## config.mk

```make
export PLATFORM = sky130hd
export DESIGN_NAME = regfile_dump_reader
export DESIGN_NICKNAME = d
export VERILOG_FILES = /design/src/rtl/regfile_pkg.sv /design/src/rtl/regdump_out_stage.sv /design/src/rtl/regfile_dump_reader.sv
export SDC_FILE = /design/constraint.sdc
export NUM_CORES = 1
export LEC_CHECK = 0
export ABC_AREA = 0
export CAP_MARGIN = 40
export CORE_UTILIZATION = 44
export DETAILED_ROUTE_END_ITERATION = 16
export GPL_TIMING_DRIVEN = 0
export HOLD_SLACK_MARGIN = 0.05
export PLACE_DENSITY = 0.8
export SLEW_MARGIN = 25
export SYNTH_ARGS = -nofsm -noshare
export SYNTH_HDL_FRONTEND = slang
export SYNTH_SLANG_ARGS = --single-unit
```

## constraint.sdc

```tcl
create_clock -name clk -period 1.9 [get_ports clk]
set_input_delay 0.285 -clock clk [delete_from_list [all_inputs] [get_ports clk]]
set_output_delay 0.285 -clock clk [all_outputs]
set_load 0.02 [all_outputs]
```

## src/rtl/regfile_pkg.sv

```systemverilog
// Shared constants and state encoding for the register-file dump reader.
package regfile_pkg;

  localparam int unsigned REG_AW   = 5;
  localparam int unsigned REG_DW   = 32;
  localparam int unsigned REG_ZERO = 0;
  localparam int unsigned CSUM_IDX = 0;

  typedef enum logic [2:0] {
    IDLE  = 3'd0,
    SETUP = 3'd1,
    READ  = 3'd2,
    HOLD  = 3'd3,
    CSUM  = 3'd4
  } state_e;

endpackage

```

## src/rtl/regdump_out_stage.sv

```systemverilog
// Valid/ready holding register (no skid): load, hold while stalled, clear on
// handshake or flush. Reusable on other debug streams.
module regdump_out_stage #(
  parameter int unsigned DW = 32,
  parameter int unsigned AW = 5
) (
  input  logic          clk,
  input  logic          clr_i,
  input  logic          flush_i,
  input  logic          load_i,
  input  logic [DW-1:0] load_data_i,
  input  logic [AW-1:0] load_idx_i,
  input  logic          ready_i,
  output logic          valid_o,
  output logic [DW-1:0] data_o,
  output logic [AW-1:0] idx_o
);

  logic          valid_q;
  logic [DW-1:0] data_q;
  logic [AW-1:0] idx_q;

  // Word register: flush drops the word, load replaces it, handshake retires it.
  always_ff @(posedge clk) begin
    if (clr_i) begin
      valid_q <= 1'b0;
      data_q  <= '0;
      idx_q   <= '0;
    end else if (flush_i) begin
      valid_q <= 1'b0;
    end else if (load_i) begin
      valid_q <= 1'b1;
      data_q  <= load_data_i;
      idx_q   <= load_idx_i;
    end else if (valid_q && ready_i) begin
      valid_q <= 1'b0;
    end
  end

  assign valid_o = valid_q;
  assign data_o  = data_q;
  assign idx_o   = idx_q;

endmodule

```

## src/rtl/regfile_dump_reader.sv

```systemverilog
// Register-file dump reader: walks FIRST_REG..LAST_REG over the regfile read
// port and streams (index, data) words on a valid/ready interface.
// Optional feature macro: REGDUMP_CHECKSUM_EN appends an XOR checksum word
// (index 0) after the last register.
module regfile_dump_reader
  import regfile_pkg::*;
#(
  parameter int unsigned DW        = REG_DW,
  parameter int unsigned AW        = REG_AW,
  parameter int unsigned FIRST_REG = 1,
  parameter int unsigned LAST_REG  = 31
) (
  input  logic          clk,
  input  logic          clr,
  input  logic          start,
  input  logic          abort,
  output logic [AW-1:0] rn,
  input  logic [DW-1:0] qd,
  output logic          out_valid,
  input  logic          out_ready,
  output logic [DW-1:0] out_data,
  output logic [AW-1:0] out_idx,
  output logic          busy,
  output logic          done
);

  state_e        state_q;
  logic [AW-1:0] cnt_q;
  logic [AW-1:0] rn_q;
  logic          busy_q;
  logic          done_q;
`ifdef REGDUMP_CHECKSUM_EN
  logic [DW-1:0] acc_q;
`endif

  logic          fire_c;
  logic          abort_c;
  logic          last_c;
  logic          ld_c;
  logic [DW-1:0] ld_data_c;
  logic [AW-1:0] ld_idx_c;

  assign fire_c  = out_valid && out_ready;
  assign abort_c = abort && (state_q != IDLE);
  assign last_c  = (cnt_q == AW'(LAST_REG));

  // Output-stage load control: register words in READ, checksum after the last word.
  always_comb begin
    ld_c      = 1'b0;
    ld_data_c = qd;
    ld_idx_c  = cnt_q;
    if (!abort_c && state_q == READ) begin
      ld_c = 1'b1;
    end
`ifdef REGDUMP_CHECKSUM_EN
    if (!abort_c && state_q == HOLD && fire_c && last_c) begin
      ld_c      = 1'b1;
      ld_data_c = acc_q;
      ld_idx_c  = AW'(CSUM_IDX);
    end
`endif
  end

  regdump_out_stage #(
    .DW (DW),
    .AW (AW)
  ) u_out (
    .clk         (clk),
    .clr_i       (clr),
    .flush_i     (abort_c),
    .load_i      (ld_c),
    .load_data_i (ld_data_c),
    .load_idx_i  (ld_idx_c),
    .ready_i     (out_ready),
    .valid_o     (out_valid),
    .data_o      (out_data),
    .idx_o       (out_idx)
  );

  // Dump sequencer: state, register counter, read address, busy and done.
  always_ff @(posedge clk) begin
    if (clr) begin
      state_q <= IDLE;
      cnt_q   <= '0;
      rn_q    <= AW'(REG_ZERO);
      busy_q  <= 1'b0;
      done_q  <= 1'b0;
`ifdef REGDUMP_CHECKSUM_EN
      acc_q   <= '0;
`endif
    end else begin
      done_q <= 1'b0;
      case (state_q)
        IDLE: begin
          if (start) begin
            cnt_q   <= AW'(FIRST_REG);
            state_q <= SETUP;
            busy_q  <= 1'b1;
`ifdef REGDUMP_CHECKSUM_EN
            acc_q   <= '0;
`endif
          end
        end
        SETUP: begin
          rn_q    <= cnt_q;
          state_q <= READ;
        end
        READ: begin
          rn_q    <= AW'(REG_ZERO);
          state_q <= HOLD;
`ifdef REGDUMP_CHECKSUM_EN
          acc_q   <= acc_q ^ qd;
`endif
        end
        HOLD: begin
          if (fire_c) begin
            if (last_c) begin
`ifdef REGDUMP_CHECKSUM_EN
              state_q <= CSUM;
`else
              state_q <= IDLE;
              busy_q  <= 1'b0;
              done_q  <= 1'b1;
`endif
            end else begin
              cnt_q   <= cnt_q + AW'(1);
              state_q <= SETUP;
            end
          end
        end
`ifdef REGDUMP_CHECKSUM_EN
        CSUM: begin
          if (fire_c) begin
            state_q <= IDLE;
            busy_q  <= 1'b0;
            done_q  <= 1'b1;
          end
        end
`endif
        default: begin
          state_q <= IDLE;
          busy_q  <= 1'b0;
        end
      endcase
      // Abort overrides any transition above, including a final handshake.
      if (abort_c) begin
        state_q <= IDLE;
        rn_q    <= AW'(REG_ZERO);
        busy_q  <= 1'b0;
        done_q  <= 1'b0;
      end
    end
  end

  assign rn   = rn_q;
  assign busy = busy_q;
  assign done = done_q;

endmodule

```

# After elaboration in Yosys (flattened, before gate mapping)
# Cells that the tools add are included.
classes:
  n_addsub: 1
  eq_ne: 8
  muxes: 17
  bitwise_logic: 4
  n_reduce_logical: 16
ops:
  columns: ["cell", "n"]
  rows:
  - ["one-hot mux 5 bit (2 select lines)", 2]
  - ["2-to-1 mux 5 bit", 3]
  - ["one-hot mux 3 bit (4 select lines)", 1]
  - ["2-to-1 mux 1 bit", 8]
  - ["inequality test 2 bit (second input constant)", 4]
  - ["AND reduction 4 bit", 2]
  - ["== test 3 x 2 -> 1 bit (second input constant)", 2]
  - ["2-to-1 mux 3 bit", 2]
  - ["nonzero test 2 bit", 3]
  - ["adder 5 x 1 -> 5 bit (second input constant)", 1]
  - ["== test 5 bit (second input constant)", 1]
  - ["inverter 1 bit", 4]
  - ["AND reduction 2 bit", 2]
  - ["OR reduction 2 bit", 2]
  - ["OR reduction 4 bit", 1]
  - ["== test 3 x 1 -> 1 bit (second input constant)", 1]
  - ["logical AND 1 bit", 3]
  - ["zero test 3 bit", 1]
  - ["one-hot mux 1 bit (3 select lines)", 1]
  - ["nonzero test 3 bit", 1]
  - ["zero test 1 bit", 1]
totals:
  register_bits: 53
  inputBits: 37
  output_inout_bits: 45
  wordCells: 54

# Longest topological paths before layout
# Gate-level depths: netlist of the first run.
depth:
  word_depth: 6
  ltp_mapped: 7
  ltp_nobuf: 6

# Hierarchy
# Synthesis of the first run repeated with hierarchy kept, for this count alone.
hier_totals:
  hier_cells: 253
  area_unflattened_um2: 2588.7
modules_own_cells:
  columns: ["mod", "instances", "cells_per_inst", "area_per_inst_um2", "seq_area_each_um2"]
  rows:
  - ["regdump_out_stage", 1, 173, 1874.3, 760.7]
  - ["regfile_dump_reader", 1, 80, 714.4, 280.3]

# Worst setup path before layout of the first run
# OpenSTA, ideal clock, no wires.
synth_path:
  path_type: "reg2reg"
  startpoint: "register cnt_q[0]"
  endpoint: "register cnt_q[2]"
  setup_time_ns: 0.121
  t_arrival_ns: 1.631
  required_time_ns: 1.779
  setup_slack_ns: 0.148
  path_stages_with_launch: 7
  n_path_buf: 0
  period_less_slack_ns: 1.752
  cell_sequence: "dfxtp_1 ha_1 and3_1 ha_1 and4b_4 nand3_2 mux2_4"
synth_between:
  elab_cells_between_ends: 7
  classes_between: "add/sub: 1; eq/ne: 2; mux: 3; reduce/logical: 1"
synth_rtl:
  columns: ["item", "line_no", "source"]
  rows:
  - ["start: declaration", "regfile_dump_reader.sv:28", "logic [AW-1:0] cnt_q;"]
  - ["start signal: assignment", "regfile_dump_reader.sv:96", "cnt_q <= AW'(FIRST_REG);"]
  - ["start signal: assignment", "regfile_dump_reader.sv:126", "cnt_q <= cnt_q + AW'(1);"]
  - ["== test 5 bit", "regfile_dump_reader.sv:45", "assign last_c = (cnt_q == AW'(LAST_REG));"]
  - ["via last_c", "regfile_dump_reader.sv:38", "logic last_c;"]
  - ["inequality test 2 bit (no line)", null, null]
  - ["AND reduction 4 bit (no line)", null, null]
# The timed path passes the listed nets, and every way through them passes these cells. The select of a mux whose other input is x is not followed.
# A chain may end at the register's enable or synchronous reset.

# Final worst setup path of the first run
# Same ends and word-level chain as after synthesis.

==> summary by stage, run 1 <==
Clock tree
Clock latency on the worst-skew pair, taken at its later pin, is 300 ps. The number of setup buffers added after CTS is 0. The CTS tree is yes. The tree is rooted in a sky130_fd_sc_hd__clkbuf_8. The number of buffers created by CTS is 5. The register clock-pin slew on the reported worst setup and hold paths is 90 ps. The number of clock sinks is 52. The number of buffers inserted for hold repair after clock tree synthesis is 0. The number of levels in the clock H-tree is 2. The clock tree buffer depth is 2.

The post-CTS resize count is 0.

Pwr
The design draws 0.00352 W. The standby leakage power is 1.08 nW. The ratio of total power to cell area is 1100 nW/um^2. The worst-case IR drop observed on VDD is 0.615 mV.

Final layout
Measured on the finished design, the core utilization comes to 66.8%. The area of the multi-input gates is 1010 um^2. For this run, the number of standard cells in the final layout without fillers is 409.

The fraction of final layout cells sized beyond drive strength 1 is 9.36%. The footprint of the flip-flops and latches is 1040 um^2. The post-synthesis to final-layout area growth is 44.5%. The fill cell total of the finished layout is 427.

The net count of the finished layout is 385. 0 antenna diodes ended up in the layout.

Global route
The global-route usage over all layers is 20.9%. The wire length of the first global-routing pass is 8.57 mm. The remaining global-route overflow is 0. The initial antenna violation count is 0.

Entering global routing, the biggest net connects 15 pins. The via count of the first global-routing pass is 1,862.

Critical path
Among cell families on the critical path, the largest total delay comes from simple AND/OR/NAND/NOR gates. The critical path in this run is classified as flip-flop to flip-flop. The largest driver fanout on the critical path is 6. STA classifies the critical path endpoint as a flip-flop. The worst endpoint required time is 2100 ps. The library cell appearing most often on the critical path is sky130_fd_sc_hd__ha_1.

The endpoint of the most critical register-to-register path is cnt_q[2]$_SDFFE_PP0P_. The number of buffers and inverters on the critical path is 0. Data arrives at the worst endpoint at 2030 ps.

The register-to-register path setup slack is 70 ps. The delay of the slowest critical-path stage is 370 ps. The worst setup path is launched from a flip-flop. Counting cells, the worst reg-to-reg path comes to 6. The critical path goes through ha_1 -> and3_1 -> ha_1 -> and4b_4 -> nand3_2 -> mux2_4. The critical-path cell with the highest stage delay is sky130_fd_sc_hd__and4b_4. The worst flop-to-flop path startpoint is cnt_q[0]$_SDFFE_PP0P_.

Hold path
The class of the tightest hold or removal check is input pin to flip-flop. The worst min-delay path endpoint is cnt_q[3]$_SDFFE_PP0P_. In this run the most critical hold path is launched from clr. The worst hold path stage count is 3.

Detailed routing
The detail-routed net length per standard cell is 13.1 um. The via-per-instance ratio is 5.13. The aggregate routed wire length is 5.35 mm.

After detailed routing, the number of remaining DRC violations is 0. The first routing iteration left 124 violations. The antenna violation net count after detailed routing is 0. The first TritonRoute pass finished after 4 iterations. Detailed routing inserted a total of 2,100 vias.

STA
Setup repair after global routing left no endpoint under its margin. The ratio of final minimum period to clock period is 96.6%. For the final database, setup skew stands at 4.78 ps. The setup-violating endpoint count in the final report is 0.

The clock period minus worst slack is 1830 ps. The maximum operating frequency is 545 MHz. The summed negative setup slack over all endpoints is 0 ps. The measured slew at the worst slew-check pin is 463 ps. The count of final max-slew check failures is 0. Final hold analysis gives a worst-case slack of 334 ps. The count of final hold-check violations is 0. In this run the tightest slew margin relative to its limit is 69.1%.

Flow run
The number of maximum-capacitance violations is 0.

Logic synthesis
The number of flops mapped to enable cells by yosys is 0. In the post-synthesis netlist, the biggest area contributors are sky130_fd_sc_hd__dfxtp_1, sky130_fd_sc_hd__nand3_1, sky130_fd_sc_hd__a21oi_1. The commonest cells after synthesis are sky130_fd_sc_hd__dfxtp_1, sky130_fd_sc_hd__nand3_1, sky130_fd_sc_hd__a21oi_1.

The cell area that synthesis handed to floorplanning was 2210 um^2. After synthesis the netlist holds a flip-flop and latch count of 52. The most used flip-flop cell after synthesis is sky130_fd_sc_hd__dfxtp_1. When the netlist entered floorplanning its net count stood at 298. Yosys printed 0 warnings.

The synthesized area per cell is 8.65 um^2. After synthesis, flip-flops and latches occupy 47.0% of the total area. The share of synthesized area in the top cell type comes to 47.0%.

The library cell with the highest instance count after synthesis is sky130_fd_sc_hd__dfxtp_1. The count of mapped cells out of synthesis is 256. The cell taking the most area after synthesis is sky130_fd_sc_hd__dfxtp_1. The count of different cell masters after synthesis is 36. Counting flops with an async set or reset pin after synthesis yields a share of 0%.

Die
The total area inside the core boundary comes to 4790 um^2. The die is 72.9 um tall. During I/O placement, the number of pins put on the boundary was 82. The area of the die is 5320 um^2.

The initial cell density of the core is 46.2%. In this run the core area contains 25 standard-cell rows. The width of the die is 72.9 um.

Run status
The flow ran to the end, and the final reports show no timing, DRC or antenna violations.

Placed design
The HPWL after detailed placement is 3.84 mm. In this run, placement finished with an instance count of 403. During placement, the flow inserted port buffers numbering 80.

The final RePlAce weighted congestion is 0.839.
[layer usage]
metal | vias to the layer above | routed length (um) | GRT usage [%]
li1 | 1081 | - | -
met1 | 949 | 2580 | 28.4
met2 | 66 | 2410 | 32.4
met3 | 4 | 302 | 5.25
met4 | 0 | 57 | 7.19
met5 | - | 0 | 0
[logic make-up after synthesis]
group / share of synthesized area (%)
adders and majority gates: 2.83
and+or+nand+nor: 17.8
DFF: 47.0
muxes: 1.58
AOI/OAI and AO/OA: 23.5
buffers and inverters: 7.24
[worst max path at each step]
stage / from / to / slack, ps / cells past startpoint
after floorplan: cnt_q[0]$_SDFFE_PP0P_ / cnt_q[2]$_SDFFE_PP0P_ / 150 / 6
after global placement: cnt_q[0]$_SDFFE_PP0P_ / cnt_q[2]$_SDFFE_PP0P_ / 50 / 6
after detailed placement: cnt_q[0]$_SDFFE_PP0P_ / cnt_q[2]$_SDFFE_PP0P_ / 50 / 6
after CTS: cnt_q[0]$_SDFFE_PP0P_ / cnt_q[2]$_SDFFE_PP0P_ / 30 / 6
after global routing: cnt_q[0]$_SDFFE_PP0P_ / cnt_q[2]$_SDFFE_PP0P_ / 7 / 6
final: cnt_q[0]$_SDFFE_PP0P_ / cnt_q[2]$_SDFFE_PP0P_ / 70 / 6
[tightest hold or removal path: stages]
cell and delay [ps]:
sky130_fd_sc_hd__buf_6 100, sky130_fd_sc_hd__or3_1 120, sky130_fd_sc_hd__o221ai_2 90
[report_power, final]
part           switching, W  internal [W]
clock network      0.000339      0.000378
registers         0.0000912       0.00124
logic              0.000843      0.000628
total               0.00127       0.00225
[state kept, by name, summed over array words and instances, names as in the netlist]
signal	flops
rn	5
u_out.valid_o	1
cnt_q	5
u_out.data_o	32
done	1
u_out.idx_o	5
busy	1
state_q	2
[through the flow]
| step | setup WS (ps) | instance area, um^2 |
|---|---|---|
| final | 65.3 | 3200 |
| after floorplan | 148 | 2210 |
| after CTS | 28.8 | 3200 |
| after detailed placement | 48.4 | 3100 |
| after global placement | 53.9 | 3100 |
| after global routing | 7.17 | 3200 |
[cell type report]
cell class / instances / share of cell area, %
plain buffers: 23 / 4.18
repair buffers: 80 / 25.0
clock inverters: 1 / 0.939
inverters: 7 / 0.821
clock buffers: 5 / 2.15
multi-input cells: 174 / 31.6
flip-flops and latches: 52 / 32.6
well taps: 67 / 2.62
[placed cells by master, fill, tap and decap left out, drive strengths merged]
cell type / Yosys / final
inv: 6 / 6
nand2: 6 / 6
ha: 5 / 5
nor3: 2 / 2
nand3: 48 / 48
mux2i: 2 / 2
and3: 1 / 1
a31oi: 1 / 1
o21ai: 38 / 38
clkdlybuf4s50: 0 / 80
dfxtp: 52 / 52
a21bo: 1 / 1
a211oi: 1 / 1
a2111oi: 1 / 1
clkinv: 1 / 1
a21boi: 1 / 1
o221ai: 1 / 1
and2b: 1 / 1
nand4: 1 / 1
nand2b: 9 / 9
clkbuf: 6 / 11
o32ai: 1 / 1
mux2: 1 / 1
or3: 1 / 1
nor2b: 2 / 2
nor2: 1 / 1
a21oi: 46 / 46
bufinv: 0 / 1
o21a: 2 / 2
and4b: 1 / 1
buf: 17 / 17
Power figures use the tool's default switching activity.
==> inputs of run 2 (changes only) <==
CORE_UTILIZATION = 46   (was 44)
HOLD_SLACK_MARGIN = not set   (was 0.05)
PLACE_DENSITY = 0.79   (was 0.8)
SYNTH_HIERARCHICAL = 1   (was not set)
==> summary by stage, run 2 <==
Run status
The flow ran to the end, and the final reports show no timing, DRC or antenna violations.

STA
The count of final hold-check violations is 0 (unchanged). The maximum operating frequency is 559 MHz (+2.6%). The summed negative setup slack over all endpoints is 0 ps (unchanged). The setup-violating endpoint count in the final report is 0 (unchanged). The measured slew at the worst slew-check pin is 422 ps (-41.7 ps). The count of final max-slew check failures was 0 (unchanged). The post-layout worst setup margin is 111 ps (+45.6 ps).

The worst-case clock skew is 6.63 ps (+1.85 ps). The clock period minus worst slack is 1790 ps (-45.6 ps). The ratio of final minimum period to clock period is 94.2% (-2.4 points). Setup repair after global routing left no endpoint under its margin. The worst relative slew slack is 71.9% (+2.8 points).

Final layout
Leaving out fill and tap cells, the most frequent cells in the layout are sky130_fd_sc_hd__clkdlybuf4s50_1, sky130_fd_sc_hd__dfxtp_1, sky130_fd_sc_hd__nand2b_1. From synthesis to final layout, the design area changed by 38.9%. The flip-flop count of the largest register after layout is 32 (unchanged). The most common cell after layout, fill and taps aside is sky130_fd_sc_hd__clkdlybuf4s50_1.

The number of inserted diodes came to 0 (unchanged). The fill cell total of the finished layout is 429 (+0.47%). The fraction of final layout cells sized beyond drive strength 1 was 17.8% (+8.5 points). The net count of the finished layout was 384 (-0.26%).

Critical path
The worst flop-to-flop path startpoint is cnt_q[0]$_SDFFE_PP0P_. The class of the most critical setup path is flip-flop to flip-flop. The logic depth of the worst register-to-register path is 7 (+1). The worst endpoint required time came to 2130 ps (+30 ps). The register-to-register path setup slack is 110 ps (+50 ps). The arrival time of the worst setup path is 2020 ps (about the same). The largest driver fanout on the critical path is 6 (unchanged). The worst setup path is captured at a flip-flop.

The category of the worst setup path launch point is a flip-flop. The termination of the worst setup path is cnt_q[0]$_SDFFE_PP0P_. The worst setup path startpoint is cnt_q[0]$_SDFFE_PP0P_.

The endpoint of the most critical register-to-register path is cnt_q[0]$_SDFFE_PP0P_.

Detailed routing
The aggregate routed wire length is 5.83 mm (+9.0%). The final routed DRC violation total is 0 (unchanged). The via-per-instance ratio came to 5.17 (+0.60%). The detailed router's first-iteration violation count is 92 (-26%). The antenna violation net count after detailed routing is 0 (unchanged). The total number of vias is 2,128 (+1.3%).

The detail-routed net length per standard cell is 14.2 um (+8.2%). The number of detailed-routing iterations run before antenna repair is 4 (unchanged).

Global route
The met1 capacity usage during global routing is 27.2% (-1.2 points). The via count of the first global-routing pass came to 2,012 (+8.1%). The global-route usage over all layers is 20.3% (-0.62 points).

The wire length of the first global-routing pass is 9.63 mm (+12%). The maximum number of pins on one net before global-route repair is 15 (unchanged). After global routing, the most crowded layer is met2. The met2 routing resource usage after global routing is 31.9% (-0.52 points). The fraction of met3 tracks used by global routing is 3.81% (-1.4 points). The remaining global-route overflow is 0 (unchanged). The initial antenna violation count is 0 (unchanged).

Logic synthesis
The cell taking the most area after synthesis is sky130_fd_sc_hd__dfxtp_1. By count the netlist is led by sky130_fd_sc_hd__dfxtp_1, sky130_fd_sc_hd__nand2b_1, sky130_fd_sc_hd__nand4bb_1. Among all cell types in the netlist, the one instantiated most often is sky130_fd_sc_hd__dfxtp_1.

The count of different cell masters after synthesis is 33 (-8.3%). The number of flops mapped to enable cells by yosys came to 0 (unchanged). The share of the synthesized area in the top cell type is 40.2% (-6.8 points).

The number of flip-flops and latches in the synthesized netlist is 52 (unchanged). The synthesized area per cell is 10.2 um^2 (+18%). The main flop type after synthesis is sky130_fd_sc_hd__dfxtp_1.

The area of the mapped netlist was 2590 um^2 (+17%). The number of warnings printed during yosys synthesis came to 6 (+6). Sorting the synthesized cells by area gives the leading types as sky130_fd_sc_hd__dfxtp_1, sky130_fd_sc_hd__nand4bb_1, sky130_fd_sc_hd__nand2b_1. The sequential fraction of the synthesis area came to 40.2% (-6.8 points). The share of synthesized flip-flops with an asynchronous set or reset is 0% (unchanged). The net count after synthesis was 295 (-1.0%). The count of mapped cells out of synthesis is 253 (-1.2%).

Clock tree
The worst-skew pair later-pin latency is 310 ps (about the same). The clock tree buffer depth is 2 (unchanged). The register clock-pin slew on the reported worst setup and hold paths is 90 ps (about the same). The number of levels in the clock H-tree came to 2 (unchanged).

TritonCTS built the clock tree. The number of buffers inserted for hold repair after clock tree synthesis is 0 (unchanged). The number of buffers created by CTS was 5 (unchanged).

The number of clock sinks is 52 (unchanged). In this run the clock root is driven by a sky130_fd_sc_hd__clkbuf_8.

Pwr
The standby leakage power is 1.25 nW (+16%). The share of total power consumed by net switching is 34.6% (-1.5 points). The net switching power is 0.00122 W (-4.4%). The worst voltage drop across the vdd grid is 0.603 mV (-1.9%).

The sequential group share of total power was 38.0% (about the same). The part of the power in combinational logic is 42.7% (+0.9 points). The total power came to 0.00352 W (about the same).

The ratio of total power to cell area is 979 nW/um^2 (-11%). The cell internal power dissipation came to 0.00230 W (+2.3%). The share of power burned in the clock network is 19.3% (-1.1 points).

Placed design
The HPWL after detailed placement is 4.15 mm (+8.2%). The setup slack at placement came to 5.85 ps (-42.5 ps). The final RePlAce weighted congestion came to 0.785 (-6.4%). The count of port buffers added during placement is 81 (+1.3%).

Die
The area of the die is 5930 um^2 (+12%). The number of standard-cell rows in the floorplan is 26 (+4.0%). The width of the die is 77.0 um (+5.6%). The initial cell density of the core is 49.1% (+2.9 points).

The placeable core region is 5270 um^2 (+10%). The die outline height is 77.0 um (+5.6%). The I/O pin count came to 82 (unchanged).

Flow run
The number of maximum-capacitance violations is 0 (unchanged).

Hold path
The class of the tightest hold or removal check is flip-flop to flip-flop.
==> run 2: cell types whose count changed after synthesis, sizes merged, moves of 5 or more <==
cell     previous run  this run
nand3              48         5
a21oi              46         9
nand4bb             0        37
nand2b              9        45
nand3b              0         6
nor2                1         6
==> run 2: power by group through the flow <==
stage	clock network, W	logic, W	registers [W]
2_1_floorplan	0	0.000859	0.00150
5_1_grt	0.000750	0.00163	0.00136
3_5_place_dp	0	0.00150	0.00136
3_3_place_gp	0	0.00150	0.00136
6_report	0.000679	0.00150	0.00134
4_1_cts	0.000702	0.00151	0.00134
==> run 2: kinds of logic after synthesis <==
kind of cell / Yosys count / synth area share (%)
buffers and inverters: 27 / 6.48
AO/OA/AOI/OAI: 56 / 16.1
adder cells (fa/ha/maj): 5 / 2.42
flip-flops: 52 / 40.2
AND/OR/NAND/NOR: 112 / 34.4
multiplexers: 1 / 0.387
==> run 2: what timing repair did <==
action,4_1_cts,5_1_grt
buffers inserted,0,1
setup endpoints to repair,1,5
pin swaps,1,2
gates resized for setup,0,2
==> run 2: worst max-delay path, cell delays in order, from the launching register on <==
cell	delay (ps)
sky130_fd_sc_hd__dfxtp_2	360
sky130_fd_sc_hd__ha_1	230
sky130_fd_sc_hd__and3_1	190
sky130_fd_sc_hd__ha_2	200
sky130_fd_sc_hd__nand4b_1	180
sky130_fd_sc_hd__a21o_1	210
sky130_fd_sc_hd__nor2b_1	140
sky130_fd_sc_hd__a211oi_1	190
==> run 2: worst min path at each step <==
stage	startpoint	endpoint	slack, ps	depth (start not counted)
after floorplan	clr	cnt_q[2]$_SDFFE_PP0P_	350	1
after global placement	u_out/data_o[31]$_SDFFE_PP0P_	u_out/data_o[31]$_SDFFE_PP0P_	450	2
after detailed placement	rn[0]$_SDFFE_PP0P_	rn[0]$_SDFFE_PP0P_	460	2
after CTS	rn[0]$_SDFFE_PP0P_	rn[0]$_SDFFE_PP0P_	480	2
after global routing	u_out/data_o[5]$_SDFFE_PP0P_	u_out/data_o[5]$_SDFFE_PP0P_	490	2
final	u_out/data_o[31]$_SDFFE_PP0P_	u_out/data_o[31]$_SDFFE_PP0P_	470	2
==> run 2: stage by stage <==
stage	util, %	hold slack, ps	cell area (um^2)	instances
after CTS	68.0	476	3580	411
after detailed placement	66.2	462	3490	404
final	68.2	473	3590	412
after floorplan	-	354	2590	253
after global routing	68.2	495	3590	412
after global placement	66.2	452	3490	404
==> run 2: routing by layer <==
layer / vias up / wire, um
li1: 1086 / -
met1: 981 / 2850
met2: 53 / 2620
met3: 8 / 264
met4: 0 / 96
met5: - / 0
==> run 2: final cells by class <==
cell class                      instances  area (um^2)  share of cell area, %
Multi-Input combinational cell        174         1380                   38.5
Sequential cell                        52         1040                   29.0
Timing Repair Buffer                   82          818                   22.8
Tap cell                               70         87.6                   2.44
Inverter                                5         18.8                  0.522
Clock buffer                            7         96.3                   2.68
Buffer                                 22          149                   4.14
